`src/rtl/corefifo_rd_ptr_ctrl_pkg.sv`:
```
// Shared definitions for the dual-clock FIFO pointer logic: Gray/binary
// conversion helpers and the read-side flag bundle.
package corefifo_rd_ptr_ctrl_pkg;

  localparam int ADDRWIDTH_DEF = 3;
  localparam int PTR_W         = ADDRWIDTH_DEF + 1;

  typedef struct packed {
    logic fifo_empty;
    logic aempty;
    logic underflow;
  } rd_flags_t;

  // Width-agnostic: callers zero-extend to 32 bits and cast the result back.
  function automatic logic [31:0] bin2gray(input logic [31:0] b);
    return b ^ (b >> 1);
  endfunction

  function automatic logic [31:0] gray2bin(input logic [31:0] g);
    logic [31:0] b;
    b[31] = g[31];
    for (int i = 30; i >= 0; i--) begin
      b[i] = b[i+1] ^ g[i];
    end
    return b;
  endfunction

endpackage

```
`src/rtl/corefifo_gray2bin.sv`:
```
// Combinational Gray-to-binary decode of a synchronized FIFO pointer;
// shared by the read and write controllers.
module corefifo_gray2bin
  import corefifo_rd_ptr_ctrl_pkg::*;
#(
  parameter int W = 4
) (
  input  logic [W-1:0] gray_i,
  output logic [W-1:0] bin_o
);

  assign bin_o = W'(gray2bin(32'(gray_i)));

endmodule

```
`src/rtl/corefifo_rd_ptr_ctrl.sv`:
```
// Read-domain controller of the dual-clock FIFO: read pointer, flags, level.
// Define CORE_RD_FWFT_EN for the first-word-fall-through output stage.
module corefifo_rd_ptr_ctrl
  import corefifo_rd_ptr_ctrl_pkg::*;
#(
  parameter int ADDRWIDTH = 3,
  parameter int AE_THRESH = 1,
  parameter int DWIDTH    = 8
) (
  input  logic                 clk,
  input  logic                 srst,
  input  logic                 re,
  input  logic [ADDRWIDTH:0]   wptr_gray_sync,
  input  logic [DWIDTH-1:0]    ram_rdata,
  output logic [ADDRWIDTH:0]   rptr_gray,
  output logic [ADDRWIDTH-1:0] raddr,
  output logic                 ram_re,
  output logic [DWIDTH-1:0]    rdata,
  output logic                 rvalid,
  output logic                 empty,
  output logic                 aempty,
  output logic [ADDRWIDTH:0]   rd_cnt,
  output logic                 underflow
);

  localparam int            PW     = ADDRWIDTH + 1;
  localparam logic [PW-1:0] AE_LIM = PW'(AE_THRESH);

  logic [PW-1:0] wbin_s;
  logic [PW-1:0] fifo_lvl_s;
  logic [PW-1:0] extra_s;
  logic [PW-1:0] rptr_bin_q, rptr_bin_d;
  logic [PW-1:0] rptr_gray_q, rptr_gray_d;
  logic [PW-1:0] rd_cnt_q, rd_cnt_d;
  rd_flags_t     flags_q, flags_d;
  logic          fetch_s;
  logic          rvalid_q, rvalid_d;

`ifdef CORE_RD_FWFT_EN
  logic              s1_q, s1_d;
  logic              move_s, pop_s;
  logic              empty_q;
  logic [DWIDTH-1:0] rdata_q, rdata_d;
`endif

  corefifo_gray2bin #(.W(PW)) u_wptr_dec (
    .gray_i (wptr_gray_sync),
    .bin_o  (wbin_s)
  );

  always_comb begin
    flags_d = '0;
`ifdef CORE_RD_FWFT_EN
    // s1 marks a word sitting on ram_rdata; the RAM holds it until the next ram_re.
    pop_s    = re & rvalid_q;
    move_s   = s1_q & (~rvalid_q | re);
    fetch_s  = ~flags_q.fifo_empty & (~(rvalid_q & s1_q) | re) & ~srst;
    s1_d     = fetch_s | (s1_q & ~move_s);
    rvalid_d = move_s | (rvalid_q & ~pop_s);
    rdata_d  = move_s ? ram_rdata : rdata_q;
    flags_d.underflow = re & ~rvalid_q;
    extra_s  = PW'(s1_d) + PW'(rvalid_d);
`else
    fetch_s  = re & ~flags_q.fifo_empty & ~srst;
    rvalid_d = fetch_s;
    flags_d.underflow = re & flags_q.fifo_empty;
    extra_s  = '0;
`endif
    rptr_bin_d  = rptr_bin_q + PW'(fetch_s);
    rptr_gray_d = PW'(bin2gray(32'(rptr_bin_d)));
    // Level against the post-read pointer, so a read this edge cannot over-read next edge.
    fifo_lvl_s  = wbin_s - rptr_bin_d;
    rd_cnt_d    = fifo_lvl_s + extra_s;
    flags_d.fifo_empty = (fifo_lvl_s == '0);
    flags_d.aempty     = (rd_cnt_d <= AE_LIM);
  end

  always_ff @(posedge clk) begin
    if (srst) begin
      rptr_bin_q  <= '0;
      rptr_gray_q <= '0;
      rd_cnt_q    <= '0;
      flags_q     <= '{fifo_empty: 1'b1, aempty: 1'b1, underflow: 1'b0};
      rvalid_q    <= 1'b0;
`ifdef CORE_RD_FWFT_EN
      s1_q        <= 1'b0;
      empty_q     <= 1'b1;
      rdata_q     <= '0;
`endif
    end else begin
      rptr_bin_q  <= rptr_bin_d;
      rptr_gray_q <= rptr_gray_d;
      rd_cnt_q    <= rd_cnt_d;
      flags_q     <= flags_d;
      rvalid_q    <= rvalid_d;
`ifdef CORE_RD_FWFT_EN
      s1_q        <= s1_d;
      empty_q     <= ~rvalid_d;
      rdata_q     <= rdata_d;
`endif
    end
  end

  assign ram_re    = fetch_s;
  assign raddr     = rptr_bin_q[ADDRWIDTH-1:0];
  assign rptr_gray = rptr_gray_q;
  assign rd_cnt    = rd_cnt_q;
  assign aempty    = flags_q.aempty;
  assign underflow = flags_q.underflow;
  assign rvalid    = rvalid_q;
`ifdef CORE_RD_FWFT_EN
  assign empty     = empty_q;
  assign rdata     = rdata_q;
`else
  assign empty     = flags_q.fifo_empty;
  assign rdata     = ram_rdata;
`endif

endmodule

```
`config.mk`:
```
export PLATFORM = sky130hd
export DESIGN_NAME = corefifo_rd_ptr_ctrl
export DESIGN_NICKNAME = d
export VERILOG_FILES = /design/src/rtl/corefifo_rd_ptr_ctrl_pkg.sv /design/src/rtl/corefifo_gray2bin.sv /design/src/rtl/corefifo_rd_ptr_ctrl.sv
export SDC_FILE = /design/constraint.sdc
export NUM_CORES = 1
export LEC_CHECK = 0
export BUFFER_PORTS_ARGS = -buffer_cell sky130_fd_sc_hd__buf_2
export CORE_MARGIN = 4
export CORE_UTILIZATION = 45
export CTS_BUF_LIST = sky130_fd_sc_hd__clkbuf_4 sky130_fd_sc_hd__clkbuf_8
export DETAILED_ROUTE_END_ITERATION = 8
export PLACE_DENSITY = 0.89
export SYNTH_ARGS = -nofsm -noshare
export SYNTH_HDL_FRONTEND = slang
export SYNTH_SLANG_ARGS = --single-unit
```
`constraint.sdc`:
```
create_clock -name clk -period 4.75 [get_ports clk]
set_input_delay 1.425 -clock clk [delete_from_list [all_inputs] [get_ports clk]]
set_output_delay 1.425 -clock clk [all_outputs]
set_load 0.05 [all_outputs]
```
### Yosys cells after proc, flatten, opt, wreduce, memory -nomap -nowiden

Cells that the tools add are included.

* word-level logic and storage cells: 20
* flip-flop bits (word level): 16
* input port bits: 15

* magnitude comparators: 1
* bitwise logic cells: 9
* reduce and logical (&&, ||, !) cells: 1
* add/sub/neg operators: 2

Operators by type and width (number)
* $add A4 B1 Y4: 1
* $le A4 B1 Y1 const B: 1
* $logic_not A4 Y1: 1
* $sub A4 B4 Y4: 1
* $xor A4 B3 Y4: 1
* $and A1 B1 Y1: 3
* $xor A1 B1 Y1: 3
* $not A1 Y1: 2

### Longest topological paths before layout

Gate-level depths: netlist (run 1).

* depth after elaboration: 6
* mapped depth: 10
* depth with buffers taken out: 9

### Cells and area by module

From an unflattened synthesis (run 1), not the netlist that was laid out.

* cells, all modules: 74
* area, all modules: 757.0 um^2

By module, submodules not included
* corefifo_rd_ptr_ctrl: times used 1, area each 706.9 um^2, cells an instance 69, sequential area each 300.3 um^2
* corefifo_gray2bin: times used 1, area each 50.0 um^2, cells an instance 5, sequential area each 0.0 um^2

### Worst setup path before layout (run 1)

Ideal clock, no wire load.

* kind: in2reg
* start point: input srst
* end point: register flags_q, in the netlist empty
* slack: -0.186 ns
* library setup time: 0.096 ns
* data required time: 4.654 ns
* stages: 10
* arrival: 4.840 ns
* cells stage by stage: clkbuf_1 nor3b_1 ha_1 ha_1 xnor2_1 ha_1 nor2b_1 a311oi_2 a31oi_1 o41ai_2

* cells in the longest elaborated chain, start to end: 5

RTL lines
* start: declaration: line corefifo_rd_ptr_ctrl.sv:11 `input logic srst,`
* $not A1 Y1: line corefifo_rd_ptr_ctrl.sv:64 `fetch_s = re & ~flags_q.fifo_empty & ~srst;`
* $and A1 B1 Y1: line corefifo_rd_ptr_ctrl.sv:64
* net ram_re: line corefifo_rd_ptr_ctrl.sv:17 `output logic ram_re,`
* $add A4 B1 Y4: line corefifo_rd_ptr_ctrl.sv:69 `rptr_bin_d = rptr_bin_q + PW'(fetch_s);`
* $sub A4 B4 Y4: line corefifo_rd_ptr_ctrl.sv:72 `fifo_lvl_s = wbin_s - rptr_bin_d;`
* $logic_not A4 Y1: line corefifo_rd_ptr_ctrl.sv:74 `flags_d.fifo_empty = (fifo_lvl_s == '0);`
* end signal: assignment: line corefifo_rd_ptr_ctrl.sv:83 `flags_q <= '{fifo_empty: 1'b1, aempty: 1'b1, underflow: 1'b0};`
* end signal: assignment: line corefifo_rd_ptr_ctrl.sv:94 `flags_q <= flags_d;`
* end: declaration: line corefifo_rd_ptr_ctrl.sv:35 `rd_flags_t flags_q, flags_d;`

The timed path passes the listed nets, and every way through them passes these cells.
A chain may end at the register's enable or synchronous reset.

### Final worst setup path (run 1)

* start point: input srst
* end point: register flags_q, in the netlist empty

* cells in the longest elaborated chain, start to end: 5

RTL lines (line)
* $not A1 Y1: corefifo_rd_ptr_ctrl.sv:64
* $and A1 B1 Y1: corefifo_rd_ptr_ctrl.sv:64
* $add A4 B1 Y4: corefifo_rd_ptr_ctrl.sv:69
* $sub A4 B4 Y4: corefifo_rd_ptr_ctrl.sv:72
* $logic_not A4 Y1: corefifo_rd_ptr_ctrl.sv:74

Parallel ways exist; a longest one is shown, timed or not.

==> flow_summary.yaml, run 1 <==
yosys:
  synth.ff_latch_count: 15
  ys_top_cells_by_area: "dfxtp_1, ha_1, buf_4"
  synth-edff-count: 0
  syn_area_per_cell_um2: 10.29
  syn-instance-count: 79
  yosys_warnings: 0
  yosysTopAreaCell: "dfxtp_1"
  synth_cell_types: 28
  ys.flop_type: "dfxtp_1"
  ys_seq_area_share_pct: 36.92
  synthesis.area_um2: 813.3
  async_flop_share_pct: 0
  syn_nets: 99
  yosysTopAreaCellShare_pct: 36.92
die:
  die-area_um2: 2551
  ios: 39
  core_area_um2: 1727
  die_h_um: 50.51
  fp.dieW_um: 50.51
  rows: 15
  initial_utilization_pct: 47.10
layout:
  num_antenna_cells: 0
  layout_common_cells: "buf_2, dfxtp_1, nor2_1"
  drive_gt1_share_pct: 34.04
  nets: 115
  area_delta_synth_final_pct: 11.54
  layout_commonest_cell: "buf_2"
  fin_util_pct: 52.54
  fillers: 172
timing:
  fin_skew_ns: 0.002473
  hold_slack_ns: 0.5157
  fmax_mhz: 273.5
  setup_viol: 0
  worst_pin_slew_ns: 0.3598
  fin_crit_ns: 3.656
  relSlewSlack_pct: 76.02
  finalMaxSlewViolations: 0
  hold_viol: 0
  fin_setup_tns_ns: 0
  rsz0062_at_grt: "false"
  fin_crit_sh_pct: 76.96
power:
  powerDensity_nw_per_um2: 352.1
  leakage_nw: 0.4368
  internal_power_mw: 0.2034
  swShare_pct: 36.32
  ir_worst_vdd_mv: 0.1546
  power_mw: 0.3194
  power_frac_seq_pct: 43.6
  comb_power_share_pct: 34.3
  p_clk_share_pct: 22.1
  switchingPower_mw: 0.1160
cts:
  clkTransAtPathRegs_ns: 0.09
  clock_latency_ns: 0.28
  clock_sinks: 15
  post_cts_buffers: 0
  cts_root_buffer: "clkbuf_4"
  htree_levels: 1
  cts_tree: "built"
  numCtsBuffers: 3
  ctsResizeCount: 0
  cts_hold_buf: 0
  cts.path.max_buffers: 2
route:
  vias: 595
  drtPass1Iterations: 4
  drc: 0
  wl_per_cell_um: 11.86
  drt_iter0_markers: 3
  via_per_inst: 5.000
  ant_nets: 0
  drt-total-wl_mm: 1.411
grt:
  grt_pass1_wl_mm: 2.221
  first_global_vias: 545
  track_usage_pct: 11.33
  overflow: 0
  grt_max_degree: 14
  antenna_found_initial: 0
setup_path:
  start_kind: "input port"
  arrival_ns: 3.84
  crit_required_ns: 4.94
  crit_type: "in2reg"
  crit_fanout: 13
  timing.rr.start: "empty$_SDFF_PP1_"
  cp-startpoint: "srst"
  worstSetupEndpointType: "register"
status:
  outcome: "finished clean"
job:
  cap_violations: 0
worst_hold_path:
  hp-start: "empty$_SDFF_PP1_"
  hp-class: "reg2reg"
placed_design:
  gp_congestion: 0.7628
  io_buffers: 22
  dp_hpwl_mm: 1.176
[Yosys cell counts, types with 2 or more instances]
cell type and number:
xnor2_1 6, inv_1 3, ha_1 5, buf_4 8, nor2b_1 5, dfxtp_1 15
xor2_1 6, nor3b_1 3, nand2_1 2, and3_1 2, nor2_1 7
[metrics by stage]
| stage | setup slack, ns | instance area, um2 | instances |
|---|---|---|---|
| 2_1_floorplan | 0.3899 | 818.3 | 79 |
| 3_3_place_gp | 0.9204 | 879.6 | 115 |
| 3_5_place_dp | 0.7966 | 879.6 | 115 |
| 4_1_cts | 1.070 | 907.1 | 119 |
| 5_1_grt | 0.9221 | 907.1 | 119 |
| 6_report | 1.094 | 907.1 | 119 |
[final timing paths]
kind,endpoint,slack (ns),cells past startpoint
setup / recovery,empty$_SDFF_PP1_,1.09,10
hold / removal,rvalid$_SDFF_PP0_,0.52,1
hold reg to reg,rvalid$_SDFF_PP0_,0.52,1
setup reg to reg,empty$_SDFF_PP1_,2.08,9
[worst max-delay path: stages]
cell      delay (ns)
buf_2           0.22
nor3b_2         0.09
ha_1            0.22
ha_1            0.22
xnor2_1         0.31
ha_1            0.36
nor3b_1         0.18
a311oi_2        0.27
a31oi_1         0.19
o41ai_2         0.34
[sequential cells by signal, indices dropped and copies added, names as in the netlist]
signal,count
empty,1
rvalid,1
aempty,1
rptr_gray,3
underflow,1
rd_cnt,4
rptr_bin_q,4
[area by class of cell]
class	instances	area [um2]	share of cell area (%)
inverter	3	11.26	1.241
timing repair buffer	22	110.1	12.14
clock inverter	1	5.005	0.5517
clock buffer	3	22.52	2.483
tap	25	31.28	3.448
sequential	15	300.3	33.10
multi-input combinational	50	426.7	47.03
[routing by layer]
metal  GRT usage [%]  vias up  wire length (um)
li1                -      289                 -
met1           12.50      277               554
met2           19.57       22               728
met3           2.374        7               100
met4           7.175        0                27
met5               0        -                 0
[power groups by stage]
stage                     logic [mW]  clock network, mW  registers, mW
final                          0.110             0.0706          0.139
after global placement         0.107                  0          0.142
after floorplan               0.0693                  0          0.179
after CTS                      0.111             0.0705          0.139
after detailed placement       0.110                  0          0.142
after global routing           0.116             0.0770          0.141
[logic make-up after synthesis]
family | count (synthesis) | share of synthesized area [%]
AOI/OAI and AO/OA | 7 | 10.00
adders and majority gates | 5 | 7.692
xor gates and xnor gates | 13 | 15.85
muxes | 1 | 1.231
buffers and inverters | 14 | 11.23
DFF | 15 | 36.92
and+or+nand+nor | 24 | 17.08
No activity file was read; power rests on OpenSTA's default activity.
==> run 2: changes to the inputs <==
Clock period 4.75 ns to 3.61 ns, I/O delays scaled along.
==> flow_summary.yaml, run 2 (synthesis gave the netlist of run 1 again) <==
status:
  outcome: "finished clean"
timing:
  fin_crit_ns: 3.084
  hold_viol: 0
  fin_setup_tns_ns: 0
  rsz0062_at_grt: "false"
  fmax_mhz: 324.3
  layout_setup_ws_ns: 0.5262
  setup_viol: 0
  fin_crit_sh_pct: 85.42
  relSlewSlack_pct: 79.02
  worst_pin_slew_ns: 0.3059
  fin_skew_ns: 0.0006059
  finalMaxSlewViolations: 0
setup_path:
  crit_path_frequent_cell: "ha_4"
  crit_required_ns: 3.80
  worstSetupEndpointType: "register"
  path_cells: "buf_2 -> nor3b_4 -> ha_2 -> ha_4 -> xnor2_2 -> ha_4 -> nor3b_1 -> a311oi_2 -> a31oi_2 -> o41ai_2"
  crit_type: "in2reg"
  slowest_delay_ns: 0.32
  start_kind: "input port"
  slowest_stage: "o41ai_2"
  crit_fanout: 13
  arrival_ns: 3.27
layout:
  area_delta_synth_final_pct: 17.69
  nets: 115
  drive_gt1_share_pct: 39.36
  layout_commonest_cell: "buf_2"
  fillers: 153
  layout_common_cells: "buf_2, dfxtp_1, nor2_1"
  finalInstanceArea_um2: 957.2
  num_antenna_cells: 0
  regArea_um2: 300.3
  multi_input_comb_area_um2: 474.2
grt:
  first_global_vias: 551
  track_usage_pct: 12.61
  antenna_found_initial: 0
  grt_pass1_wl_mm: 2.380
  grt_max_degree: 14
  overflow: 0
cts:
  cts_root_buffer: "clkbuf_4"
  clock_latency_ns: 0.27
  clock_sinks: 15
  clkTransAtPathRegs_ns: 0.08
  numCtsBuffers: 3
  cts_hold_buf: 0
  post_cts_buffers: 0
  cts.path.max_buffers: 2
  cts_tree: "built"
  ctsResizeCount: 0
  htree_levels: 1
power:
  ir_worst_vdd_mv: 0.2290
  powerDensity_nw_per_um2: 449.7
  leakage_nw: 0.4371
route:
  drc: 0
  drt_iter0_markers: 4
  ant_nets: 0
  via_per_inst: 4.790
  drt-total-wl_mm: 1.438
  wl_per_cell_um: 12.08
  drtPass1Iterations: 4
  vias: 570
die:
  die_h_um: 50.51
  fp.dieW_um: 50.51
  die-area_um2: 2551
  initial_utilization_pct: 47.10
  rows: 15
  core_area_um2: 1727
  ios: 39
placed_design:
  gp_congestion: 0.7411
  placed_area_um2: 927.1
  pre_cts_slack_ns: 0.2379
  io_buffers: 22
  dp_hpwl_mm: 1.145
job:
  cap_violations: 0
worst_hold_path:
  hp-class: "reg2reg"
==> run 2: through the flow <==
stage	utilization (%)	hold slack [ns]	total power, mW	cells
after floorplan	-	0.7658	0.3318	79
after global placement	53.70	0.5082	0.3332	115
after detailed placement	53.70	0.5133	0.3353	115
after CTS	55.43	0.5215	0.4353	119
after global routing	55.43	0.5536	0.4567	119
final	55.43	0.5182	0.4304	119
==> run 2: report_power, final <==
group / switching [mW] / internal, mW
Clock: 0.0484 / 0.0504
Combinational: 0.0969 / 0.0516
Sequential: 0.00446 / 0.179
Total: 0.150 / 0.281
==> run 2: worst paths after layout <==
kind,slack (ns),start,cells past startpoint,endpoint
max,0.53,srst,10,empty$_SDFF_PP1_
max reg2reg,1.16,empty$_SDFF_PP1_,9,empty$_SDFF_PP1_
min,0.52,empty$_SDFF_PP1_,1,rvalid$_SDFF_PP0_
min reg2reg,0.52,empty$_SDFF_PP1_,1,rvalid$_SDFF_PP0_
==> run 2: cell type report <==
type / count / share of cell area (%)
multi-input combinational: 50 / 49.54
sequential: 15 / 31.37
timing repair buffer: 22 / 11.50
tap: 25 / 3.268
clock buffer: 4 / 3.137
inverter: 3 / 1.176
==> run 2: worst max-delay path: cells and delay by family <==
kind,cells,cell delay (ns)
AOI/OAI and AO/OA,3,0.78
adders and majority gates,3,0.67
xor gates and xnor gates,1,0.27
buffers and inverters,1,0.24
and+or+nand+nor,2,0.23
==> run 2: routing by layer <==
| metal | part of all wire [%] | up-vias | global-route usage (%) | wire (um) |
|---|---|---|---|---|
| met2 | 53 | 22 | 21.30 | 762 |
| met5 | 0 | - | 0 | 0 |
| li1 | - | 288 | - | - |
| met4 | 0.70 | 0 | 9.417 | 10 |
| met3 | 7.4 | 2 | 2.967 | 106 |
| met1 | 39 | 258 | 13.50 | 559 |
